===== src/rtl/alu_pkg.sv =====
// Shared definitions for the execute-stage ALU: default datapath geometry and
// the sequencing states of the iterative adder.
package alu_pkg;

    localparam int ALU_WIDTH = 64;
    localparam int ALU_DIGIT = 8;
    localparam int ALU_NDIG  = ALU_WIDTH / ALU_DIGIT;

    typedef enum logic [1:0] {
        IDLE = 2'd0,
        RUN  = 2'd1,
        DONE = 2'd2
    } state_e;

endpackage : alu_pkg


===== src/rtl/add_digit.sv =====
// Combinational DIGIT-bit ripple-carry adder: one digit slice of the
// iterative adder.
module add_digit
    import alu_pkg::*;
#(
    parameter int DIGIT = ALU_DIGIT
) (
    output logic [DIGIT-1:0] s,
    output logic             cout,
    input  logic [DIGIT-1:0] x,
    input  logic [DIGIT-1:0] y,
    input  logic             ci
);

    logic c;

    // Ripple the carry bit by bit through the digit.
    always_comb begin
        // NOTE: blocking assignments here model the carry chain in order;
        // each iteration reads the carry produced by the previous bit.
        s = '0;
        c = ci;
        for (int i = 0; i < DIGIT; i++) begin
            s[i] = x[i] ^ y[i] ^ c;
            c    = (x[i] & y[i]) | (c & (x[i] ^ y[i]));
        end
        cout = c;
    end

endmodule : add_digit


===== src/rtl/add_serial.sv =====
// Iterative adder: adds one DIGIT-bit digit per clock, LSB digit first, and
// publishes sum, carry-out and Y86 flags with a one-cycle done pulse.
module add_serial
    import alu_pkg::*;
#(
    parameter int WIDTH = ALU_WIDTH,
    parameter int DIGIT = ALU_DIGIT
) (
    input  logic             clk,
    input  logic             rst_n,
    input  logic             start,
    input  logic [WIDTH-1:0] a,
    input  logic [WIDTH-1:0] b,
    input  logic             cin,
    output logic             busy,
    output logic             done,
    output logic [WIDTH-1:0] sum,
    output logic             carry,
    output logic             zf,
    output logic             sf,
    output logic             of
);

    localparam int NDIG  = WIDTH / DIGIT;
    localparam int CNT_W = (NDIG > 1) ? $clog2(NDIG) : 1;
    localparam int MSB   = WIDTH - 1;
    localparam logic [CNT_W-1:0] LAST = CNT_W'(NDIG - 1);

    state_e             state_q, state_d;
    logic [CNT_W-1:0]   cnt_q, cnt_d;
    logic [WIDTH-1:0]   a_q, a_d;
    logic [WIDTH-1:0]   b_q, b_d;
    logic               cy_q, cy_d;      // running carry between digits
    logic [WIDTH-1:0]   acc_q, acc_d;    // sum under construction
    logic [WIDTH-1:0]   sum_q, sum_d;    // published sum, loaded once per op
    logic               carry_q, carry_d;
    logic               zf_q, zf_d;
    logic               sf_q, sf_d;
    logic               of_q, of_d;

    int                 dig_lsb;
    logic [DIGIT-1:0]   dig_x, dig_y, dig_s;
    logic               dig_co;

    // Select the current operand digit by the counter.
    assign dig_lsb = int'(cnt_q) * DIGIT;
    assign dig_x   = a_q[dig_lsb +: DIGIT];
    assign dig_y   = b_q[dig_lsb +: DIGIT];

    add_digit #(
        .DIGIT (DIGIT)
    ) u_digit (
        .s    (dig_s),
        .cout (dig_co),
        .x    (dig_x),
        .y    (dig_y),
        .ci   (cy_q)
    );

    // Next-state and datapath update for IDLE -> RUN -> DONE sequencing.
    always_comb begin
        // NOTE: every target gets its hold value first so no path through
        // the case statement leaves a variable unassigned (no latches).
        state_d = state_q;
        cnt_d   = cnt_q;
        a_d     = a_q;
        b_d     = b_q;
        cy_d    = cy_q;
        acc_d   = acc_q;
        sum_d   = sum_q;
        carry_d = carry_q;
        zf_d    = zf_q;
        sf_d    = sf_q;
        of_d    = of_q;

        unique case (state_q)
            IDLE: begin
                if (start) begin
                    a_d     = a;
                    b_d     = b;
                    cy_d    = cin;
                    acc_d   = '0;
                    cnt_d   = '0;
                    state_d = RUN;
                end
            end
            RUN: begin
                acc_d[dig_lsb +: DIGIT] = dig_s;
                cy_d  = dig_co;
                cnt_d = cnt_q + 1'b1;
                if (cnt_q == LAST) begin
                    cnt_d   = '0;
                    state_d = DONE;
                    sum_d   = acc_d;
                    carry_d = dig_co;
                    zf_d    = (acc_d == '0);
                    sf_d    = acc_d[MSB];
                    of_d    = (a_q[MSB] == b_q[MSB]) && (acc_d[MSB] != a_q[MSB]);
                end
            end
            DONE: begin
                state_d = IDLE;
            end
            default: begin
                state_d = IDLE;
            end
        endcase
    end

    // State and datapath registers with synchronous active-low reset.
    always_ff @(posedge clk) begin
        // NOTE: non-blocking assignments so every register samples the
        // pre-edge value of every other register.
        if (!rst_n) begin
            state_q <= IDLE;
            cnt_q   <= '0;
            a_q     <= '0;
            b_q     <= '0;
            cy_q    <= 1'b0;
            acc_q   <= '0;
            sum_q   <= '0;
            carry_q <= 1'b0;
            zf_q    <= 1'b0;
            sf_q    <= 1'b0;
            of_q    <= 1'b0;
        end else begin
            state_q <= state_d;
            cnt_q   <= cnt_d;
            a_q     <= a_d;
            b_q     <= b_d;
            cy_q    <= cy_d;
            acc_q   <= acc_d;
            sum_q   <= sum_d;
            carry_q <= carry_d;
            zf_q    <= zf_d;
            sf_q    <= sf_d;
            of_q    <= of_d;
        end
    end

    assign busy  = (state_q == RUN);
    assign done  = (state_q == DONE);
    assign sum   = sum_q;
    assign carry = carry_q;
    assign zf    = zf_q;
    assign sf    = sf_q;
    assign of    = of_q;

endmodule : add_serial


===== config.mk =====
export PLATFORM = sky130hd
export DESIGN_NAME = add_serial
export DESIGN_NICKNAME = d
export VERILOG_FILES = /design/src/rtl/alu_pkg.sv /design/src/rtl/add_digit.sv /design/src/rtl/add_serial.sv
export SDC_FILE = /design/constraint.sdc
export NUM_CORES = 1
export LEC_CHECK = 0
export CAP_MARGIN = 5
export CORE_ASPECT_RATIO = 0.75
export CORE_MARGIN = 2
export CORE_UTILIZATION = 57
export DETAILED_ROUTE_END_ITERATION = 6
export PLACE_DENSITY_LB_ADDON = 0.12
export SETUP_SLACK_MARGIN = 0.3
export SLEW_MARGIN = 30
export SYNTH_ARGS = -nofsm -noshare
export SYNTH_HDL_FRONTEND = slang
export SYNTH_SLANG_ARGS = --single-unit

===== constraint.sdc =====
create_clock -name clk -period 20.2 [get_ports clk]
set_input_delay 3.03 -clock clk [delete_from_list [all_inputs] [get_ports clk]]
set_output_delay 3.03 -clock clk [all_outputs]
set_load 0.02 [all_outputs]

Yosys cells after proc, flatten, opt, wreduce, memory -nomap -nowiden:

Index checks and enable logic that the tools add are counted.

* bits in registers: 266
* output and inout port bits: 70
* logic and storage cells: 83
* input bits: 132

* equal/unequal tests: 7
* shifts and indexed selects: 4
* reduce and logical (&&, ||, !) cells: 8
* muxes and demuxes: 11
* bitwise gates (word level): 40
* add/sub/neg operators: 2

Operators with widths (count)
* $pmux W64 S2: 1
* $shiftx A64 B7 Y8: 2
* $bwmux W64: 1
* $logic_not A64 Y1: 1
* $mux W64: 1
* $shift A8 B33 Y64 const A: 1
* $shiftx A8 B33 Y64: 1
* $neg A6 Y33: 1
* $and A1 B1 Y1: 16
* $xor A1 B1 Y1: 16
* $or A1 B1 Y1: 8
* $reduce_and A2 Y1: 4
* $mux W3: 2
* $pmux W3 S2: 1
* $mux W2: 2
* $pmux W2 S2: 1
* $add A3 B1 Y3 const B: 1
* $eq A3 B3 Y1 const B: 1
* $eq A2 B1 Y1 const B: 1
* $eq A2 B2 Y1 const B: 1
* $logic_not A2 Y1: 1
* $ne A2 B1 Y1 const B: 1
* $ne A2 B2 Y1 const B: 1
* $pmux W1 S2: 1
* other kinds (5): 5

Longest topological paths before layout:

Gate-level depths: netlist of the first run.

* word-level depth: 21
* depth in mapped cells: 22
* gate-level depth less buffers: 19

Modules after synthesis:

Synthesis of the first run repeated with hierarchy kept, for this count alone.

* cell total of the unflattened synthesis: 1467
* area, all modules: 11767.5 µm²

Modules (own cells, without submodules)
* add_serial: times used 1, seq. area each 5305.1 µm², cells an instance 1449, area each 11569.8 µm²
* add_digit: times used 1, seq. area each 0.0 µm², cells an instance 18, area each 197.7 µm²

Worst setup path after synthesis of the first run:

Ideal clock, no wire load.

* path type: reg-to-reg
* start point: register cnt_q[0]
* end point: register zf_q (netlist: zf)
* clock period less this slack: 6.366 ns
* cell stages (with the launch flop): 23
* arrival time: 6.297 ns
* setup slack: 13.834 ns
* required time: 20.131 ns
* setup time: 0.069 ns
* path buffers: 3
* cells stage by stage: dfxtp_1 buf_6 clkbuf_1 clkbuf_1 mux4_2 mux2i_1 fa_1 fa_1 fa_1 fa_1 fa_1 inv_1 fa_1 inv_1 fa_1 inv_1 fa_1 nand2b_1 o21ai_0 mux2i_1 or4_1 or4_1 o21ai_1

* cells in the longest elaborated chain, start to end: 20
* elaborated cells between the ends (all ways): 46
* classes of those cells: add/sub (1); eq/ne (1); shift (4); mux (1); bitwise (37); reduce/logical (2)

Ends and longest elaborated chain
* from (decl): RTL line add_serial.sv:30 `logic [CNT_W-1:0] cnt_q, cnt_d;`
* from (signal assigned): RTL line add_serial.sv:128 `cnt_q <= cnt_d;`
* $shiftx A64 B7 Y8 (on tied branches): RTL line add_serial.sv:47, add_serial.sv:48
* $xor A1 B1 Y1: RTL line add_digit.sv:24, add_digit.sv:25
* $and A1 B1 Y1: RTL line add_digit.sv:25 `c = (x[i] & y[i]) | (c & (x[i] ^ y[i]));`
* $or A1 B1 Y1: RTL line add_digit.sv:25
* $and A1 B1 Y1: RTL line add_digit.sv:25
* $or A1 B1 Y1: RTL line add_digit.sv:25
* $and A1 B1 Y1: RTL line add_digit.sv:25
* $or A1 B1 Y1: RTL line add_digit.sv:25
* (+4 left out)
* $and A1 B1 Y1: RTL line add_digit.sv:25
* $or A1 B1 Y1: RTL line add_digit.sv:25
* $and A1 B1 Y1: RTL line add_digit.sv:25
* $or A1 B1 Y1: RTL line add_digit.sv:25
* $xor A1 B1 Y1: RTL line add_digit.sv:24 `s[i] = x[i] ^ y[i] ^ c;`
* $shiftx A8 B33 Y64: RTL line add_serial.sv:88 `acc_d[dig_lsb +: DIGIT] = dig_s;`
* $bwmux W64: RTL line add_serial.sv:88
* $logic_not A64 Y1: RTL line add_serial.sv:96 `zf_d = (acc_d == '0);`
* to (signal assigned): RTL line add_serial.sv:135 `zf_q <= zf_d;`
* to (decl): RTL line add_serial.sv:37 `logic zf_q, zf_d;`

Several ways; a longest one is shown, not always the timed one.
A chain may end at the register's enable or synchronous reset.

Worst setup path after layout of the first run:

Same ends and word-level chain as after synthesis.

==> summary.md, run 1 <==
| Metric | Value |
|---|---|
| Clk sink count | 265 |
| Count of final max-slew check failures | 0 |
| Largest net degree at the start of global routing | 183 |
| Final setup viols | 0 |
| Initial antenna violation count | 0 |
| CP Capture Type | register |
| Post-DR vias/cell | 6.02 |
| Tot GR Track Use | between 30 and 40% |
| Maximum VDD drop | 0.0000591 V |
| Post-synth top flop | dfxtp_1 |
| Tightest Hold Check Type | reg2reg |
| Initial drt markers | ~1300 |
| Post-CTS Hold Buffers | 0 |
| Fillcell total | 1625 |
| Die X | 169 um |
| CTS clk-pin slew, worst paths | 0.07 ns |
| Complex-gate fraction of the synthesized area | 17.0% |
| Critical path class | reg2reg |
| Share of post-route cells with drive strength above 1 | 6.30% |
| Vias | 10900 |
| Adder-Cell Fraction of Synth Area | 2.13% |
| Synthesis-to-finish area growth | 24.3% |
| Synthesized instance count | 1422 |
| Worst reg2reg setup slack | 13.54 ns |
| Hold_ws | 0.452 ns |
| Final Cell Area | roughly 0.014 mm2 |
| Placement Cell Area | 0.0136 mm2 |
| 1st-pass router iterations | 5 |
| Tcrit/Tclk final | 33.0% |
| Arr. time, crit path | between 7 and 8 ns |
| Critical path peak fanout | 34 |
| # resized after CTS | 0 |
| Simple-Gate Fraction of Synth Area | 22.3% |
| Crit path from | cnt_q[0] |
| Pwr dens | 82.1 mW/mm2 |
| Global-route wire length before repair | 52800 um |
| Number of synthesized register bits | 265 |
| Final net count | 1684 |
| Setup TNS | 0 ns |
| Die Ht | ~130 um |
| Core Area | a little over 0.02 mm2 |
| Minimum clock period | 6.66 ns |
| Final setup skew | 0.0174 ns |
| Final ANT Viol Nets | 0 |
| Status | finished clean |
| Startpoint types | register |
| Final WL | roughly 34000 um |
| CTS Buf Count | 24 |
| Largest family of logic cells by synthesized area | simple AND/OR/NAND/NOR gates |
| Worst setup path endpoint | zf |
| PortBufs | 201 |
| Placed cell count | 1769 |
| Most frequent cells in the layout | nand2_1, dfxtp_1, clkdlybuf4s50_1 |
| Fmax | 150 MHz |
| # diodes | 0 |
| Mux cell area share after synthesis | between 8 and 9% |
| H-tree levels | 1 |
| Remaining DRCs | 0 |
| Unrepaired setup endpoints after global routing | false |
| Setup Buffers After CTS | 0 |
| Clock root buffer | clkbuf_16 |
| RD Place Congestion | 0.919 |
| Per-cell routed wire length | 18.8 um |
| Non-filler cells, final | 1813 |
| Critical R2R Launch | cnt_q[0] |
| Max cap viols | 0 |
| Row count | 45 |
| Initial Utilization | 57.7% |
| Synth warnings | 0 |
| Leak pwr | 5.13 nW |
| CTS tree | built |
| GRT overflow | 0 |
| Clk buf depth | 3 |
| Final Total Pwr | 1.19 mW |
| Worst Tran Pin Value | 0.958 ns |
| Seq/Total Area, Yosys | approximately 46% |
| Area of the die | between 0.02 and 0.025 mm2 |
| Vias in the first global route | 9818 |
| Final Hold Viols | 0 |
| Xor/xnor share of the synthesized area | 0% |
| Post-DP HPWL | between 20000 and 25000 um |
| Mapped Nets | about 1600 |
| EDFF count, synth | 0 |
| Clk_lat worst skew | 0.53 ns |
| Worst path required time | 20.66 ns |
| Worst slew margin | 35.3% |
| Synth Area per Inst | 8.18 um2 |
| Leading cell type in the layout, fill and taps excluded | nand2_1 |
| Async S/R FF share, synth | 0% |
| R2r worst-path depth | 20 |
| Netlist cell types | 56 |
| Mapped Area | 0.0116 mm2 |
| IO Pins | around 200 |
| FF-to-FF End | zf |
==> worst min path at each step <==
stage	from	to	slack (ns)	cells past startpoint
floorplan	a_q[16]	a_q[16]	0.43	2
global placement	b_q[2]	b_q[2]	0.44	2
detailed placement	b_q[53]	b_q[53]	0.44	2
CTS	b_q[53]	b_q[53]	0.45	2
global route	b_q[6]	b_q[6]	0.47	2
finish	b_q[25]	b_q[25]	0.45	2
==> power by group <==
| part | internal, mW | total, mW | switching [mW] | leakage [nW] |
|---|---|---|---|---|
| registers | 0.539 | 0.550 | 0.0112 | 2.16 |
| clock network | 0.281 | 0.488 | 0.208 | 0.409 |
| logic | 0.0574 | 0.148 | 0.0909 | 2.56 |
| total | 0.877 | 1.19 | 0.310 | 5.13 |
==> kinds of logic after synthesis <==
kind of cell	after synthesis
buf+inv	137
flops	265
mux	58
fa+ha+maj	15
simple gates	623
compound gates	324
==> area by class of cell <==
cell class | instances | area [um2] | area share [%]
multi-input combinational | 1020 | 5820 | 40.2
sequential | 265 | 5310 | 36.7
timing repair buffer | 212 | 2090 | 14.5
clock buffer | 30 | 684 | 4.73
tap | 258 | 323 | 2.23
clock inverter | 14 | 166 | 1.15
inverter | 14 | 65.1 | 0.450
==> cell usage after synthesis, types with 3 or more instances <==
| master | n | area share (%) |
|---|---|---|
| nand2_1 | 342 | 11 |
| dfxtp_1 | 265 | 46 |
| a21oi_1 | 169 | 7.3 |
| nor2_1 | 168 | 5.4 |
| clkbuf_1 | 108 | 3.5 |
| nor3_1 | 35 | 1.5 |
| a211oi_1 | 34 | 2.2 |
| mux4_2 | 32 | 6.2 |
| nand3_1 | 29 | 1.2 |
| mux2i_1 | 25 | 2.2 |
| a22oi_1 | 21 | 1.4 |
| o21ai_0 | 19 | 0.82 |
| o211ai_1 | 18 | 1.2 |
| a31oi_1 | 17 | 0.91 |
| inv_1 | 13 | 0.42 |
| a32oi_1 | 10 | 0.75 |
| o21a_1 | 10 | 0.65 |
| buf_1 | 9 | 0.29 |
| fa_1 | 8 | 1.4 |
| ha_1 | 7 | 0.75 |
| nor4_1 | 7 | 0.38 |
| or4_1 | 7 | 0.45 |
| nand2b_1 | 6 | 0.32 |
| a311oi_1 | 5 | 0.38 |
| and2_1 | 5 | 0.27 |
| o311ai_0 | 4 | 0.30 |
| and3_1 | 3 | 0.16 |
| nor2b_1 | 3 | 0.16 |
| nor3b_1 | 3 | 0.19 |
| o41ai_1 | 3 | 0.23 |
==> state kept, by name, summed over array words and instances, names as in the netlist <==
signal   count
zf           1
a_q         64
cnt_q        3
sum         64
cy_q         1
b_q         64
state_q      2
carry        1
acc_q       64
of           1
==> per-stage QoR <==
step,util [%],worst slack [ns]
2_1_floorplan,-,13.83
3_3_place_gp,67.5,13.66
3_5_place_dp,67.5,13.58
4_1_cts,71.7,13.58
5_1_grt,71.7,13.09
6_report,71.7,13.54
==> critical path: stages, from the launching register on <==
cell and delay [ns]:
dfxtp_2 0.63, buf_4 0.54, mux4_2 0.32, mux2i_1 0.09, fa_1 0.42, fa_1 0.38
fa_1 0.39, fa_1 0.39, fa_1 0.36, inv_1 0.08, fa_1 0.15, inv_1 0.05
fa_1 0.35, inv_1 0.07, fa_1 0.66, nand2b_1 0.28, o21ai_0 0.20, mux2i_1 0.09
or4_1 0.53, or4_1 0.47, o21ai_1 0.13
==> layer usage <==
| layer | up-vias | global-route usage [%] | part of all wire (%) |
|---|---|---|---|
| met1 | 5196 | 48.4 | 47 |
| met3 | 53 | 5.96 | 9.7 |
| li1 | 5155 | - | - |
| met4 | 0 | 5.93 | 1.7 |
| met2 | 516 | 43.9 | 42 |
| met5 | - | 0 | 0 |
(Power assumes the default switching activity.)
==> run 2: changes to the inputs <==
--- a/config.mk
+++ b/config.mk
@@ -8,7 +8,7 @@
 export CAP_MARGIN = 5
 export CORE_ASPECT_RATIO = 0.75
 export CORE_MARGIN = 2
-export CORE_UTILIZATION = 57
+export CORE_UTILIZATION = 53
 export DETAILED_ROUTE_END_ITERATION = 6
 export PLACE_DENSITY_LB_ADDON = 0.12
 export SETUP_SLACK_MARGIN = 0.3
==> constraint.sdc (replaced) <==
create_clock -name clk -period 6.86 [get_ports clk]
set_input_delay 1.029 -clock clk [delete_from_list [all_inputs] [get_ports clk]]
set_output_delay 1.029 -clock clk [all_outputs]
set_load 0.02 [all_outputs]
==> summary.md, run 2 (same netlist as run 1, synthesis figures left out) <==
| Metric | Value |
|---|---|
| Status | finished clean |
| Initial Utilization | 54.5% |
| Tightest Hold Check Type | reg2reg |
| Hold_ws | about 0.45 ns |
| Worst setup margin | 0.724 ns |
| Arr. time, crit path | between 6 and 7 ns |
| CTS Buf Count | 26 |
| Final Hold Viols | 0 |
| Placement Cell Area | 0.0137 mm2 |
| Hold_sp | b_q[0] |
| Die Ht | 132 um |
| RD Place Congestion | 0.919 |
| CP Capture Type | register |
| Remaining DRCs | 0 |
| Final Util | between 60% and 70% |
| Core Area | about 0.021 mm2 |
| # resized after CTS | 0 |
| Final ANT Viol Nets | 0 |
| Tot GR Track Use | 29.2% |
| Minimum clock period | 6.14 ns |
| Per-cell routed wire length | 18.7 um |
| Place WS | 0.892 ns |
| Final Cell Area | 0.0147 mm2 |
| Clk_lat worst skew | 0.53 ns |
| GRT overflow | 0 |
| Worst slew margin | between 30% and 40% |
| # diodes | 0 |
| Most frequent cells in the layout | nand2_1, dfxtp_1, clkdlybuf4s50_1 |
| Largest net degree at the start of global routing | 151 |
| Worst Tran Pin Value | 0.950 ns |
| Placed cell count | 1803 |
| Worst path required time | 7.32 ns |
| Die X | 175 um |
| Setup Buffers After CTS | 0 |
| IO Pins | between 200 and 250 |
| Crit path from | cnt_q[1] |
| Tcrit/Tclk final | 89.5% |
| CTS clk-pin slew, worst paths | 0.07 ns |
| Vias in the first global route | 10000 |
| Max cap viols | 0 |
| Share of post-route cells with drive strength above 1 | 6.65% |
| Final setup skew | around 0.013 ns |
| Final Total Pwr | 3.63 mW |
| Count of final max-slew check failures | 0 |
| H-tree levels | 1 |
| Maximum VDD drop | 0.000166 V |
| PortBufs | ~200 |
| Post-DR vias/cell | 5.86 |
| Leading cell type in the layout, fill and taps excluded | nand2_1 |
| Row count | 46 |
| Initial antenna violation count | 0 |
| Vias | 10800 |
| Final net count | ~1700 |
| Setup TNS | 0 ns |
| Non-filler cells, final | 1851 |
| Synthesis-to-finish area growth | 25.9% |
| Critical path class | reg2reg |
| Initial drt markers | 1291 |
| Fmax | 163 MHz |
| Global-route wire length before repair | about 54000 um |
| Clock root buffer | clkbuf_16 |
| Startpoint types | register |
| Slowest CP cell | fa_1 |
| Most frequent CP cell | fa_1 |
| Clk sink count | 265 |
| Leak pwr | 5.20 nW |
| Crit-path cells | mux4_2 > mux2i_1 > fa_1 > fa_1 > fa_1 > fa_1 > fa_1 > inv_1 > fa_1 > inv_1 > fa_1 > nand2b_1 > o21ai_0 > mux2i_1 > or4_1 > or4_1 > o21ai_1 |
| Critical path peak fanout | 25 |
| Area of the die | between 0.02 and 0.025 mm2 |
| Clk buf depth | 3 |
| Unrepaired setup endpoints after global routing | false |
| 1st-pass router iterations | 5 |
| Final WL | roughly 35000 um |
| Hold path depth | 2 |
| CP peak stage delay | 1.01 ns |
| Pwr dens | 248 mW/mm2 |
| Post-CTS Hold Buffers | 0 |
| Critical R2R Launch | cnt_q[1] |
| Final setup viols | 0 |
| Post-DP HPWL | 23600 um |
| CTS tree | built |
| R2r worst-path depth | 17 |
## run 2: cell count changes in the layout (fill, tap and decap cells not counted), moves of 2 or more
cell       change
clkbuf_16      +2
bufinv_16      +2
clkbuf_1       +2
buf_4          +2
clkinv_4       -3
## run 2: layer usage
metal	share of wire, %	track usage (%)
met2	41	40.9
met3	11	6.83
met4	2.0	6.90
met5	0	0
met1	46	44.9
## run 2: path summary, 6_finish.rpt
check             endpoint  slack (ns)
hold reg to reg     b_q[0]        0.45
setup reg to reg        zf        0.72
setup / recovery        zf        0.72
hold / removal      b_q[0]        0.45
## run 2: worst max-delay path: cells and delay by family (launching register included)
kind	cells	cell delay (ns)
buf+inv	2	0.13
simple gates	3	1.17
compound gates	2	0.33
fa+ha+maj	7	3.19
flops	1	0.73
mux	3	0.51
## run 2: final cells by class
type                       instances  area [um2]
timing repair buffer             216        2150
fill                            1758        6700
tap                              288         360
clock inverter                    14         206
multi-input combinational       1020        5820
sequential                       265        5310
clock buffer                      34         742
inverter                          14        65.1
## run 2: power breakdown
part	leakage [nW]	internal (mW)	switching [mW]
Clock	0.460	0.952	0.614
Combinational	2.59	0.171	0.271
Sequential	2.16	1.59	0.0335
Total	5.20	2.71	0.918
==> run 3: changes to the inputs <==
--- a/config.mk
+++ b/config.mk
@@ -8,9 +8,10 @@
 export CAP_MARGIN = 5
 export CORE_ASPECT_RATIO = 0.75
 export CORE_MARGIN = 2
-export CORE_UTILIZATION = 53
+export CORE_UTILIZATION = 48
 export DETAILED_ROUTE_END_ITERATION = 6
 export PLACE_DENSITY_LB_ADDON = 0.12
+export REMOVE_ABC_BUFFERS = 1
 export SETUP_SLACK_MARGIN = 0.3
 export SLEW_MARGIN = 30
 export SYNTH_ARGS = -nofsm -noshare
==> constraint.sdc (replaced) <==
create_clock -name clk -period 5 [get_ports clk]
set_input_delay 0.75 -clock clk [delete_from_list [all_inputs] [get_ports clk]]
set_output_delay 0.75 -clock clk [all_outputs]
set_load 0.02 [all_outputs]
==> summary.md, run 3 (same netlist as run 1, synthesis figures left out) <==
| Metric | Value |
|---|---|
| Clk buf depth | 3 |
| Critical path class | reg2reg |
| Clk sink count | 265 |
| GRT overflow | 0 |
| Worst Tran Pin Value | approximately 0.98 ns |
| Max cap viols | 0 |
| Final setup viols | 13 |
| Clock root buffer | clkbuf_16 |
| H-tree levels | 1 |
| Leak pwr | around 5.4 nW |
| Largest net degree at the start of global routing | 164 |
| Most frequent cells in the layout | nand2_1, dfxtp_1, clkdlybuf4s50_1 |
| Clk_lat worst skew | 0.54 ns |
| Worst setup margin | -0.410 ns |
| IO Pins | 202 |
| Initial Utilization | 48.7% |
| Worst path required time | 5.47 ns |
| RD Place Congestion | 0.951 |
| # diodes | 0 |
| Leading cell type in the layout, fill and taps excluded | nand2_1 |
| Initial drt markers | 1020 |
| Die Ht | 139 um |
| Final Hold Viols | 0 |
| Tightest Hold Check Type | reg2reg |
| Final WL | 33600 um |
| Count of final max-slew check failures | 0 |
| CP Capture Type | register |
| Slowest CP cell | or4_1 |
| PortBufs | about 200 |
| Pwr dens | 330 mW/mm2 |
| Row count | 49 |
| Arr. time, crit path | 5.88 ns |
| 1st-pass router iterations | 5 |
| Remaining DRCs | 0 |
| Worst slew margin | 34.6% |
| Top Family by Delay on Critical Path | adder cells |
| Per-cell routed wire length | around 18 um |
| Status | finished, violations left |
| Die X | 184 um |
| Fillcell total | 2076 |
| Placed cell count | between 1500 and 2000 |
| CTS tree | built |
| CP Buf/Inv Count | 4 |
| Final ANT Viol Nets | 0 |
| Post-DR vias/cell | 5.63 |
| Tcrit/Tclk final | 108% |
| Final setup skew | 0.0178 ns |
| Startpoint types | register |
| CTS clk-pin slew, worst paths | 0.06 ns |
| Post-DP HPWL | 22200 um |
| Core Area | 0.0239 mm2 |
| Synthesis-to-finish area growth | 30.5% |
| Unrepaired setup endpoints after global routing | true |
| Minimum clock period | 5.41 ns |
| Area of the die | 0.0255 mm2 |
| CTS Buf Count | 27 |
| Vias in the first global route | 9958 |
| Post-CTS Hold Buffers | 0 |
| Vias | approximately 11000 |
| Initial antenna violation count | 0 |
| Non-filler cells, final | ~1900 |
| Share of post-route cells with drive strength above 1 | a little under an eighth |
| Global-route wire length before repair | 53400 um |
| Final net count | 1730 |
| Crit-path cells | mux4_2 > mux2i_2 > fa_2 > fa_2 > fa_2 > fa_2 > fa_2 > inv_2 > fa_2 > inv_2 > fa_2 > inv_2 > fa_1 > buf_4 > nand4b_1 > o41ai_2 > o21a_1 > o2111ai_1 > or4_1 > o21ai_1 |
| Tot GR Track Use | 25.8% |
| Most frequent CP cell | fa_2 |
| Failing checks | negative setup slack |
| Maximum VDD drop | 0.000257 V |
| Critical path peak fanout | 7 |
| CP peak stage delay | 0.53 ns |
| Final Total Pwr | ~5 mW |
| Fmax | 185 MHz |
run 3: layout make-up:
| type | count | area (um2) | share of cell area (%) |
|---|---|---|---|
| multi-input cells | 1020 | 6000 | 39.5 |
| flip-flops and latches | 265 | 5310 | 35.0 |
| repair buffers | 255 | 2520 | 16.6 |
| clock buffers | 37 | 773 | 5.09 |
| well taps | 306 | 383 | 2.52 |
| clock inverters | 12 | 148 | 0.972 |
| inverters | 14 | 60.1 | 0.395 |
run 3: final timing paths:
| check | startpoint | endpoint | slack, ns | cells after the start |
|---|---|---|---|---|
| worst max-delay path | cnt_q[0] | zf | -0.41 | 20 |
| worst min-delay path | a_q[29] | a_q[29] | 0.45 | 2 |
| worst max register to register | cnt_q[0] | zf | -0.41 | 20 |
| worst min register to register | a_q[29] | a_q[29] | 0.45 | 2 |
run 3: worst min-delay path, cell delays in order (launching register included):
cell and delay [ns]:
dfxtp_1 0.31, nand2_1 0.05, a21oi_1 0.05
run 3: power by group:
part           internal [mW]  switching (mW)
clock network           1.24           0.865
registers               2.18          0.0368
logic                  0.305           0.397
run 3: per-layer routing:
layer	part of all wire, %	vias to the layer above	track usage [%]	wire, um
met4	2.6	0	7.20	863
met2	42	396	37.6	14200
met3	7.7	69	4.54	2600
met5	0	-	0	0
li1	-	5247	-	-
met1	47	5027	39.3	15900
run 3: timing repair:
item / CTS / global route
resized for setup: 37 / 31
setup buffers: 7 / 8
pin swaps: 10 / 14
setup endpoints to repair: 20 / 19
run 3: through the flow:
stage | utilization, % | hold slack [ns] | cell area, um2 | setup TNS (ns) | worst slack [ns]
floorplan | - | 0.433 | 11200 | -78.24 | -1.93
global placement | 58.0 | 0.440 | 13900 | -0.993 | -0.574
detailed placement | 58.0 | 0.443 | 13900 | -1.06 | -0.572
CTS | 62.6 | 0.452 | 15000 | -0.460 | -0.320
global route | 63.5 | 0.466 | 15200 | -4.08 | -0.597
finish | 63.5 | 0.451 | 15200 | -1.54 | -0.410
==> variant, RTL diff (config.mk and constraints of run 2) <==
Change the package constant `ALU_DIGIT` from 8 to 4.
--- a/src/rtl/alu_pkg.sv
+++ b/src/rtl/alu_pkg.sv
@@ -3,7 +3,7 @@
 package alu_pkg;
 
     localparam int ALU_WIDTH = 64;
-    localparam int ALU_DIGIT = 8;
+    localparam int ALU_DIGIT = 4;
     localparam int ALU_NDIG  = ALU_WIDTH / ALU_DIGIT;
 
     typedef enum logic [1:0] {
Behaviour: no difference found for any inputs over 4 cycles, from zero or initial values and one cycle with rst_n low; that may be too few to reach the edited logic, so the function may still have changed.
==> variant against run 2 <==
- power down 2.7%
- non-clock buffer count up 1
- area after synthesis up 4.3%
- sequential cell count up 1
- cell area up 2.9%
- wire length up 3.4%
- worst setup slack better by 720 ps
- die area up 4.2%
==> variant: results (changes against run 2) <==
metric	value	unit	change
synth_area_leaders	dfxtp_1 (44%), nand2_1 (10%), mux2i_1 (6.8%), a21boi_0 (4.1%), a21oi_1 (3.9%)		
arrival	5850	ps	-750 ps
synthTopCellsByCount	nand2_1 (336), dfxtp_1 (266), nor2_1 (118)		
clock_skew	13.7	ps	+1.14 ps
hpwlAfterDp	24300	um	+2.8%
gp_congestion	0.939		+2.2%
relSlewSlack	0.341		-0.0252
grt_max_degree	107		-29%
htreeDepth	1		unchanged
firstDrtPassIters	6		+1
max_stage_delay	870	ps	-140 ps
cts_resized	0		unchanged
max_cap_viol_count	0		unchanged
slew_violations	0		unchanged
drive_gt1_frac	0.0644		-0.00217
cts_buffers	27		+3.8%
outcome	finished, final reports clean		
avgViaCountPerCell	5.91		+0.91%
clockBufferDepth	3		unchanged
dpl_cell_area	14200	um2	+3.4%
irDropWorstVdd	180	uV	+8.5%
p_leak	5.54	nW	+6.4%
synthArstFlopShare	0		unchanged
grt_pass1_vias	10200		+2.0%
yosysUniqueCellTypes	59		+5.4%
antenna_found_initial	0		unchanged
yosys.area.top_type	dfxtp_1		
clk_pin_slew	70	ps	about the same
root_buffer	clkbuf_16		
final_nets	1691		+0.059%
port_buffers	201		unchanged
wire_per_inst	19.2	um	+2.7%
yosysWarningCount	0		unchanged
hold_path.class	flip-flop to flip-flop		
switching_share	0.253		about the same
grt_usage	0.295		+0.00366
antenna_cells	0		unchanged
ys_seq_area_frac	0.439		-0.0173
crit_slowest_cell	dfxtp_1		
grt_first_pass_wirelength	56100	um	+3.1%
clock_latency	530	ps	about the same
syn_area_per_cell	8.52	um2	+4.1%
place_inst	1814		+0.61%
place_ws	1290	ps	+394 ps
cts_setup_buffers	0		unchanged
vias	11000		+1.6%
synth_nets	1567		-0.13%
drtIter0Drc	1162		-10%
critPathMaxFanout	21		-16%
==> variant: cell types whose count changed after synthesis, moves of 19 or more <==
cell      change
o211a_1      +32
mux2i_1      +57
a21boi_0     +65
a21oi_1      -75
nor2_1       -50
o21ai_0      +19
nor3_1       -22
a221oi_1     +21
==> variant: cell type report <==
| cell class | count | area (um2) |
|---|---|---|
| well taps | 294 | 368 |
| fillers | 1855 | 7210 |
| clock inverters | 14 | 159 |
| clock buffers | 35 | 746 |
| inverters | 16 | 62.6 |
| repair buffers | 217 | 2130 |
| multi-input cells | 1021 | 6280 |
| flip-flops and latches | 266 | 5330 |
==> variant: critical path: cells and delay by family, from the launching register on <==
family                   cells  cell delay [ps]
adder cells (fa/ha/maj)      3             1310
flip-flops                   1              870
AO/OA/AOI/OAI                5             1130
buffers and inverters        2              120
AND/OR/NAND/NOR              5             1870
==> variant: kinds of logic after synthesis <==
group                    share of synthesized area
AO/OA/AOI/OAI                                0.210
buffers and inverters                       0.0468
XOR/XNOR                                   0.00299
flip-flops                                   0.439
adder cells (fa/ha/maj)                     0.0128
multiplexers                                0.0982
AND/OR/NAND/NOR                              0.191
==> variant: path summary, 6_finish.rpt <==
| kind | startpoint | to | slack (ps) | cells past startpoint |
|---|---|---|---|---|
| max reg2reg | cnt_q[2] | zf | 1440 | 15 |
| min reg2reg | b_q[42] | b_q[42] | 450 | 2 |
| max | cnt_q[2] | zf | 1440 | 15 |
| min | b_q[42] | b_q[42] | 450 | 2 |
==> variant: metal layers <==
metal | GRT usage | share of wire
met1 | 0.464 | 0.47
met2 | 0.414 | 0.41
met3 | 0.0650 | 0.10
met4 | 0.0547 | 0.017
met5 | 0 | 0
==> variant: power by group through the flow <==
stage               Combinational [mW]  Clock [mW]  Sequential, mW
floorplan                        0.243           0            1.64
global placement                 0.385           0            1.66
detailed placement               0.389           0            1.66
CTS                              0.390        1.52            1.63
global route                     0.430        1.59            1.63
finish                           0.397        1.51            1.63
